[src/rtl/div_sequencer_pkg.sv]
// Shared widths, constants and encodings for the RV32M divide sequencer.
// The divide op and FSM state encodings live here beside the datapath widths.
package div_sequencer_pkg;

  localparam int DATA_WIDTH  = 32;
  localparam int RADDR_WIDTH = 5;
  localparam int CNT_WIDTH   = $clog2(DATA_WIDTH);

  localparam logic [DATA_WIDTH-1:0] ZERO          = '0;
  localparam logic                  WRITE_DISABLE = 1'b0;
  localparam logic [DATA_WIDTH-1:0] INT_MIN       = {1'b1, {(DATA_WIDTH-1){1'b0}}};

  typedef enum logic [1:0] {
    DIV_OP_DIV  = 2'b00,
    DIV_OP_DIVU = 2'b01,
    DIV_OP_REM  = 2'b10,
    DIV_OP_REMU = 2'b11
  } div_op_e;

  typedef enum logic [1:0] {
    DIV_S_IDLE = 2'b00,
    DIV_S_CALC = 2'b01,
    DIV_S_DONE = 2'b10
  } div_state_e;

  // Two's-complement magnitude; INT_MIN maps onto itself, which is the correct
  // unsigned magnitude.
  function automatic logic [DATA_WIDTH-1:0] abs_val(input logic [DATA_WIDTH-1:0] v);
    return v[DATA_WIDTH-1] ? (ZERO - v) : v;
  endfunction

endpackage

[src/rtl/div_sequencer_if.sv]
// Request/response bundle between the execute stage and the divide sequencer.
// master = execute stage side, slave = sequencer side.
interface div_sequencer_if;
  import div_sequencer_pkg::*;

  logic                   start;
  div_op_e                op;
  logic [DATA_WIDTH-1:0]  dividend;
  logic [DATA_WIDTH-1:0]  divisor;
  logic [RADDR_WIDTH-1:0] dest_addr;
  logic                   flush;

  logic                   stall;
  logic                   busy;
  logic                   done;
  logic [DATA_WIDTH-1:0]  result;
  logic [RADDR_WIDTH-1:0] reg_waddr;
  logic                   reg_we;

  modport master (
    output start, op, dividend, divisor, dest_addr, flush,
    input  stall, busy, done, result, reg_waddr, reg_we
  );

  modport slave (
    input  start, op, dividend, divisor, dest_addr, flush,
    output stall, busy, done, result, reg_waddr, reg_we
  );

endinterface

[src/rtl/div_sequencer_step.sv]
// One radix-2 restoring iteration: shift {rem, quo} left, trial-subtract the
// divisor from the upper half and commit on a non-negative result.
module div_step
  import div_sequencer_pkg::*;
(
  input  logic [DATA_WIDTH-1:0] rem,
  input  logic [DATA_WIDTH-1:0] quo,
  input  logic [DATA_WIDTH-1:0] divisor,
  output logic [DATA_WIDTH-1:0] rem_next,
  output logic [DATA_WIDTH-1:0] quo_next
);

  // The shifted remainder can exceed DATA_WIDTH bits when the divisor is large,
  // so the trial subtraction runs one bit wider and bit DATA_WIDTH is the sign.
  logic [DATA_WIDTH:0] shifted;
  logic [DATA_WIDTH:0] trial;

  assign shifted  = {rem, quo[DATA_WIDTH-1]};
  assign trial    = shifted - {1'b0, divisor};
  assign rem_next = trial[DATA_WIDTH] ? shifted[DATA_WIDTH-1:0] : trial[DATA_WIDTH-1:0];
  assign quo_next = {quo[DATA_WIDTH-2:0], ~trial[DATA_WIDTH]};

endmodule

[src/rtl/div_sequencer.sv]
// Multi-cycle DIV/DIVU/REM/REMU sequencer: 32-iteration restoring loop with
// early completion for divide-by-zero and signed overflow.
module div_sequencer
  import div_sequencer_pkg::*;
(
  input  logic                clk,
  input  logic                rst,
  div_sequencer_if.slave      bus
);

  div_state_e             state, state_next;
  logic [CNT_WIDTH-1:0]   cnt;
  div_op_e                op_q;
  logic [RADDR_WIDTH-1:0] waddr_q;
  logic [DATA_WIDTH-1:0]  rem_q, quo_q, divisor_q;
  logic                   neg_q, neg_r;
  logic [DATA_WIDTH-1:0]  rem_next, quo_next;
  logic [DATA_WIDTH-1:0]  fixed_result;

  logic idle_or_done, accept, is_signed, div_zero, overflow;

  assign idle_or_done = (state == DIV_S_IDLE) || (state == DIV_S_DONE);
  assign accept       = idle_or_done && bus.start && !bus.flush;
  assign is_signed    = !bus.op[0];
  assign div_zero     = (bus.divisor == ZERO);
  assign overflow     = is_signed && (bus.dividend == INT_MIN) && (bus.divisor == '1);

  div_step u_step (
    .rem      (rem_q),
    .quo      (quo_q),
    .divisor  (divisor_q),
    .rem_next (rem_next),
    .quo_next (quo_next)
  );

  always_ff @(posedge clk or posedge rst) begin
    if (rst) begin
      state <= DIV_S_IDLE;
    end else begin
      // NOTE: every clocked assignment is non-blocking so all registers update
      // from the same pre-edge values regardless of statement order.
      state <= state_next;
    end
  end

  always_comb begin
    // NOTE: default first so no path through the case leaves state_next unassigned
    // and infers a latch.
    state_next = state;
    unique case (state)
      DIV_S_IDLE, DIV_S_DONE: begin
        if (accept) state_next = (div_zero || overflow) ? DIV_S_DONE : DIV_S_CALC;
        else        state_next = DIV_S_IDLE;
      end
      DIV_S_CALC: if (cnt == '0) state_next = DIV_S_DONE;
      default:    state_next = DIV_S_IDLE;
    endcase
    if (bus.flush) state_next = DIV_S_IDLE;
  end

  always_ff @(posedge clk or posedge rst) begin
    if (rst) begin
      cnt       <= '0;
      op_q      <= DIV_OP_DIV;
      waddr_q   <= '0;
      rem_q     <= '0;
      quo_q     <= '0;
      divisor_q <= '0;
      neg_q     <= 1'b0;
      neg_r     <= 1'b0;
    end else if (accept) begin
      op_q    <= bus.op;
      waddr_q <= bus.dest_addr;
      if (div_zero) begin
        quo_q <= '1;
        rem_q <= bus.dividend;
        neg_q <= 1'b0;
        neg_r <= 1'b0;
      end else if (overflow) begin
        quo_q <= INT_MIN;
        rem_q <= ZERO;
        neg_q <= 1'b0;
        neg_r <= 1'b0;
      end else begin
        quo_q     <= is_signed ? abs_val(bus.dividend) : bus.dividend;
        divisor_q <= is_signed ? abs_val(bus.divisor)  : bus.divisor;
        rem_q     <= ZERO;
        neg_q     <= is_signed && (bus.dividend[DATA_WIDTH-1] ^ bus.divisor[DATA_WIDTH-1]);
        neg_r     <= is_signed && bus.dividend[DATA_WIDTH-1];
        cnt       <= CNT_WIDTH'(DATA_WIDTH - 1);
      end
    end else if ((state == DIV_S_CALC) && !bus.flush) begin
      rem_q <= rem_next;
      quo_q <= quo_next;
      cnt   <= cnt - 1'b1;
    end
  end

  always_comb begin
    if (op_q[1]) fixed_result = neg_r ? (ZERO - rem_q) : rem_q;
    else         fixed_result = neg_q ? (ZERO - quo_q) : quo_q;
  end

  // Result is gated by DONE so the bus reads zero outside the valid cycle.
  assign bus.done      = (state == DIV_S_DONE);
  assign bus.busy      = (state == DIV_S_CALC);
  assign bus.stall     = (state == DIV_S_CALC) || (idle_or_done && bus.start);
  assign bus.result    = bus.done ? fixed_result : ZERO;
  assign bus.reg_waddr = waddr_q;
  assign bus.reg_we    = (bus.done && (waddr_q != '0)) ? 1'b1 : WRITE_DISABLE;

endmodule

[src/flat_wrapper.sv]
// flat-port wrapper written by rule: the top's interface ports become plain ports
module div_sequencer_flat import div_sequencer_pkg::*;
  (clk, rst, bus_start, bus_op, bus_dividend, bus_divisor, bus_dest_addr, bus_flush, bus_stall, bus_busy, bus_done, bus_result, bus_reg_waddr, bus_reg_we);
  div_sequencer_if bus_i ();
  input  logic clk;
  input  logic rst;
  input wire logic [$bits(bus_i.start)-1:0] bus_start;
  input wire logic [$bits(bus_i.op)-1:0] bus_op;
  input wire logic [$bits(bus_i.dividend)-1:0] bus_dividend;
  input wire logic [$bits(bus_i.divisor)-1:0] bus_divisor;
  input wire logic [$bits(bus_i.dest_addr)-1:0] bus_dest_addr;
  input wire logic [$bits(bus_i.flush)-1:0] bus_flush;
  output wire logic [$bits(bus_i.stall)-1:0] bus_stall;
  output wire logic [$bits(bus_i.busy)-1:0] bus_busy;
  output wire logic [$bits(bus_i.done)-1:0] bus_done;
  output wire logic [$bits(bus_i.result)-1:0] bus_result;
  output wire logic [$bits(bus_i.reg_waddr)-1:0] bus_reg_waddr;
  output wire logic [$bits(bus_i.reg_we)-1:0] bus_reg_we;
  assign bus_i.start = bus_start;
  assign bus_i.op = bus_op;
  assign bus_i.dividend = bus_dividend;
  assign bus_i.divisor = bus_divisor;
  assign bus_i.dest_addr = bus_dest_addr;
  assign bus_i.flush = bus_flush;
  assign bus_stall = bus_i.stall;
  assign bus_busy = bus_i.busy;
  assign bus_done = bus_i.done;
  assign bus_result = bus_i.result;
  assign bus_reg_waddr = bus_i.reg_waddr;
  assign bus_reg_we = bus_i.reg_we;
  div_sequencer u_core (.clk(clk), .rst(rst), .bus(bus_i));
endmodule
[config.mk]
export PLATFORM = sky130hd
export DESIGN_NAME = div_sequencer_flat
export DESIGN_NICKNAME = d
export VERILOG_FILES = /design/src/rtl/div_sequencer_pkg.sv /design/src/rtl/div_sequencer_if.sv /design/src/rtl/div_sequencer_step.sv /design/src/rtl/div_sequencer.sv /design/src/flat_wrapper.sv
export SDC_FILE = /design/constraint.sdc
export NUM_CORES = 1
export LEC_CHECK = 0
export ABC_AREA = 1
export BUFFER_PORTS_ARGS = -buffer_cell sky130_fd_sc_hd__clkbuf_2
export CAP_MARGIN = 20
export CORE_MARGIN = 4
export CORE_UTILIZATION = 40
export DETAILED_ROUTE_END_ITERATION = 6
export GPL_TIMING_DRIVEN = 1
export PLACE_DENSITY_LB_ADDON = 0.1
export SYNTH_ARGS = -nofsm -noshare
export SYNTH_HDL_FRONTEND = slang
export SYNTH_SLANG_ARGS = --single-unit
[constraint.sdc]
create_clock -name clk -period 3.71 [get_ports clk]
set_clock_uncertainty 0.1 [all_clocks]
set_input_delay 0.5565 -clock clk [delete_from_list [all_inputs] [get_ports clk]]
set_output_delay 0.5565 -clock clk [all_outputs]
set_load 0.01 [all_outputs]
After elaboration in Yosys (flattened, before gate mapping)

Index checks and enable logic that the tools add are counted.

Bitwise logic cells: 4
Reductions and logical operators: 21
$add $sub $neg: 6
Mux-type cells: 30
Equality and inequality tests: 7

Operators by type and width:

| kind                                              | count |
|---|---|
| 2-to-1 mux 32 bit                                 | 16 |
| subtractor 1 x 32 -> 32 bit, first input constant | 4 |
| == test 32 bit, second input constant             | 2 |
| subtractor 33 x 32 -> 33 bit                      | 1 |
| zero test 32 bit                                  | 1 |
| 2-to-1 mux 5 bit                                  | 4 |
| logical AND 1 bit                                 | 8 |
| 2-to-1 mux 2 bit                                  | 4 |
| AND reduction 3 bit                               | 2 |
| zero test 5 bit                                   | 1 |
| 2-to-1 mux 1 bit                                  | 5 |
| nonzero test 5 bit                                | 1 |
| subtractor 5 x 1 -> 5 bit, second input constant  | 1 |
| != test 2 bit, second input constant              | 2 |
| one-hot mux 2 bit (2 select lines)                | 1 |
| logical OR 1 bit                                  | 3 |
| != test 3 x 2 -> 1 bit, second input constant     | 1 |
| inverter 1 bit                                    | 3 |
| == test 2 x 1 -> 1 bit, second input constant     | 1 |
| == test 2 bit, second input constant              | 1 |
| zero test 1 bit                                   | 2 |
| zero test 2 bit                                   | 1 |
| nonzero test 2 bit                                | 1 |
| OR reduction 2 bit                                | 1 |
| bitwise XOR 1 bit                                 | 1 |

Register bits after elaboration: 112
Output and inout bits: 41
Logic and storage cells: 77

Longest topological paths before layout

Word-level depth: 8
Mapped depth: 19
Depth with buffers taken out: 18

Modules after synthesis

Synthesis repeated with hierarchy kept, for this count alone.

Cell total of the unflattened synthesis: 2305
Area total of the unflattened synthesis: 13106.3 um2

Modules (own cells, without submodules):

| module        | times used | area each (um2) | cells an instance | sequential area each (um2) |
|---|---|---|---|---|
| div_sequencer | 1          | 9613.0          | 1590              | 2777.7 |
| div_step      | 1          | 3493.4          | 715               | 0.0 |

Worst setup path after synthesis

Ideal clock, no wire load.

Kind: flip-flop to output port
Start: register u_core.rem_q[0]
End: output bus_result[30]
Arrival: 1.940 ns
Buffers on the path: 0
Stages on the path, launching flop included: 13
Setup slack: 1.114 ns
Path through: dfrtp_1 inv_1 ha_1 inv_1 nor3_2 nand3_1 nor2_1 nand3_1 o21ai_2 nand3_1 nand2_1 nand3_1 a21oi_1

Cells in the longest elaborated chain, start to end: 4

RTL lines:

| item                           | line                 | text |
|---|---|---|
| start, declared                | div_sequencer.sv:15  | `logic [DATA_WIDTH-1:0] rem_q, quo_q, divisor_q;` |
| start signal, assigned         | div_sequencer.sv:76  | `rem_q <= bus.dividend;` |
| start signal, assigned         | div_sequencer.sv:93  | `rem_q <= rem_next;` |
| subtractor 1 x 32 -> 32 bit    | div_sequencer.sv:100 | `if (op_q[1]) fixed_result = neg_r ? (ZERO - rem_q) : rem_q;` |
| 2-to-1 mux 32 bit (2 in a row) | div_sequencer.sv:100 |  |
| 2-to-1 mux 32 bit              | div_sequencer.sv:108 | `assign bus.result = bus.done ? fixed_result : ZERO;` |
| end, declared                  | flat_wrapper.sv:16   | `output wire logic [$bits(bus_i.result)-1:0] bus_result;` |

No other way between the ends.

Final worst setup path

Start: register u_core.quo_q[0]
End: output bus_result[26]

Cells in the longest elaborated chain, start to end: 4

RTL lines:

| item                        | line                 | text |
|---|---|---|
| start, declared             | div_sequencer.sv:15  |  |
| start signal, assigned      | div_sequencer.sv:85  | `quo_q <= is_signed ? abs_val(bus.dividend) : bus.dividend;` |
| start signal, assigned      | div_sequencer.sv:94  | `quo_q <= quo_next;` |
| subtractor 1 x 32 -> 32 bit | div_sequencer.sv:101 | `else fixed_result = neg_q ? (ZERO - quo_q) : quo_q;` |
| 2-to-1 mux 32 bit           | div_sequencer.sv:101 |  |
| 2-to-1 mux 32 bit           | div_sequencer.sv:100 |  |
| 2-to-1 mux 32 bit           | div_sequencer.sv:108 |  |

No other way between the ends.

==> results.md <==
- Outcome: finished, final reports clean
- Worst setup EP type: primary output
- Gr usage total: 0.279
- Final Instance Area: 0.0134 mm²
- Syn_nets: 2212
- Crit-path slowest cell: dfrtp_1
- Post-synth top area cell: dfrtp_1
- CTS tree: done
- Worst reg2reg path endpoint: u_core.rem_q[18]
- Maxcap violations: 0
- Starting DRT DRC Count: 1277
- Hpwl dp: 38300 µm
- Post-Syn Instances: 2097
- Worst hold margin: 0.212 ns
- Routability congestion estimate: 0.924
- Pre-Repair DR Iteration Count: 7
- Post-synthesis sequential area ratio: 0.228
- Yosys reg bits: 111
- Final WL: 47100 µm
- Final Hold Fails: 0
- CP cell instances: inv_1 > ha_1 > nand2_1 > nor2_2 > nand3_1 > nor2_1 > a21oi_1 > nor2_1 > o21ai_0 > o21ai_1 > nor2_1 > nor2_1 > clkbuf_2
- Leakage: 7.30 nW
- Mapped Area: 0.0122 mm²
- Commonest cells post-synth: nand2_1, inv_1, nor2_1, a21oi_1, nand3_1
- Nets: 2299
- Via density: 5.31
- Largest net degree at the start of global routing: 64
- # clock sinks: 111
- Skew-Pair Late Insertion Delay: 0.37 ns
- DRC: 0
- # port buffers: 115
- H-tree levels: 3
- Post-synth EDFFs: 0
- CTS max path bufs: 2
- # setup viols final: 0
- Area post-placement: 0.0131 mm²
- Flop2flop setup slack: 0.67 ns
- Async SR Flop Fraction: 1.00
- Die height: 183 µm
- Postcts setup bufs: 0
- Top_reg_cell synth: dfrtp_1
- FILL cells: 3343
- Avg WL per Cell: 18.3 µm
- Max FO, Critical Path: 5
- Hold crit path type: input pin to asynchronous set/reset pin
- Number of top-level pins: 116
- Root Buffer: clkbuf_16
- Synth cell types: 47
- RSZ-0062 raised after global routing: false
- Power consumption: 10.1 mW
- Kind of critical path: flip-flop to primary output
- Starting Density: 0.408
- Slew HR: 0.456
- Cell Rows: 63
- Die X: 183 µm
- Share of cells above drive strength 1: 0.102
- Worst EP arrival: 2.76 ns
- Final Non-Filler Cells: 2578
- Startpoint types: flip-flop
- Hold-fix buffers, CTS: 0
- Worst flop-to-flop path startpoint: u_core.quo_q[31]
- Cts repair resizes: 0
- Slew of the pin with the lowest slew margin: 0.817 ns
- Diode count: 0
- Total gr overflow: 0
- Pwr Density: 754 mW/mm²
- Crit-path most repeated cell: nor2_1
- Setup_tns: 0 ns
- Vias in the first global route: 12800
- Die area: 0.0333 mm²
- Crit share post-route: 0.921
- VDD IR max: 0.447 mV
- Initial antenna violation count: 0
- Yosys warning count: 0
- Slowest cell delay on critical path: 0.44 ns
- Synth top area share: 0.228
- Via count: 13700
- Slew Viols, Final: 0
- # placed instances: 2563
- FMAX: 293 MHz
- Global-route wire length before repair: 72900 µm
- Worst reg2reg path depth: 16
- Area growth syn-to-layout: 10.1%
- Core Region: 0.0299 mm²
- Most common cell in the netlist: nand2_1
- TritonCTS buffer count: 9
- Clock transition at path regs: 0.08 ns
- Area contributors post-synth: dfrtp_1, nand2_1, inv_1
- Synthesized area per cell: 5.81 µm²
- Worst Path Required: 3.05 ns
- Post-layout minimum cycle time: 3.42 ns
- Antenna-violating nets left: 0
[logic make-up (layout without fill, tap and decap cells)]
logic type,after synthesis,count (layout),share of synthesized area
compound gates,335,335,0.147
fa+ha+maj,40,40,0.0417
buf+inv,436,527,0.143
flops,111,111,0.228
xor+xnor,66,66,0.0475
simple gates,1109,1109,0.393
[critical path: cells and delay by family (launching register included)]
family                   cells  cell delay (ns)
adder cells (fa/ha/maj)      1             0.19
buffers and inverters        2             0.25
flip-flops                   1             0.44
AND/OR/NAND/NOR              7             1.08
AO/OA/AOI/OAI                3             0.44
[cell usage in the layout (no fill, tap or decap), drive strengths merged, types with 3 or more instances in the layout]
cell    instances
inv           373
a21oi         153
nand3         153
dfrtp         111
ha             39
or2             4
o211ai          3
nand3b          9
xor2           62
nand2         596
nor4            6
nor2          256
xnor2           4
o22ai           3
a31oi           5
o21ai         157
nor3b           3
nor3           48
nand4          31
o31ai           3
a311oi          5
clkbuf        127
buf            25
[how the worst max path moves through the flow]
stage                                from                      end  cells past startpoint
after global placement    u_core.rem_q[0]           bus_result[30]                     13
final                     u_core.quo_q[0]           bus_result[26]                     13
after global routing      u_core.quo_q[0]           bus_result[26]                     13
after floorplan                       rst  u_core.bus.reg_waddr[0]                      1
after CTS                 u_core.rem_q[0]           bus_result[30]                     13
after detailed placement  u_core.rem_q[0]           bus_result[30]                     13
[per-stage QoR]
step,worst slack [ns],utilization
2_1_floorplan,0.123,-
3_3_place_gp,0.653,0.439
3_5_place_dp,0.615,0.439
4_1_cts,0.198,0.448
5_1_grt,0.0282,0.449
6_report,0.292,0.449
[power breakdown]
part	switching, mW	internal, mW	total [mW]	leakage, nW
clock	0.491	0.514	1.00	0.145
sequential	0.721	1.68	2.40	1.28
combinational	4.49	2.21	6.70	5.87
total	5.70	4.41	10.1	7.30
[state kept, by name, indices dropped and copies added, names as in the netlist]
register,count
u_core.bus.reg_waddr,5
u_core.quo_q,32
u_core.state,2
u_core.cnt,5
u_core.op_q,1
u_core.neg_r,1
u_core.neg_q,1
u_core.rem_q,32
u_core.divisor_q,32
[layer usage]
layer / wire length, µm / share of wire / GRT usage / vias to the layer above
met2: 20500 / 0.43 / 0.430 / 520
met3: 3620 / 0.077 / 0.0482 / 52
li1: - / - / - / 6778
met1: 21900 / 0.47 / 0.404 / 6349
met5: 0 / 0 / 0 / -
met4: 1090 / 0.023 / 0.0696 / 0
[layout make-up]
type	count	area [µm²]	area share
inverter	372	1400	0.104
clock inverter	3	26.3	0.00196
clock buffer	12	267	0.0199
tap	390	488	0.0364
timing repair buffer	140	776	0.0578
sequential	111	2780	0.207
multi-input combinational	1550	7680	0.572
(Power assumes the default switching activity.)
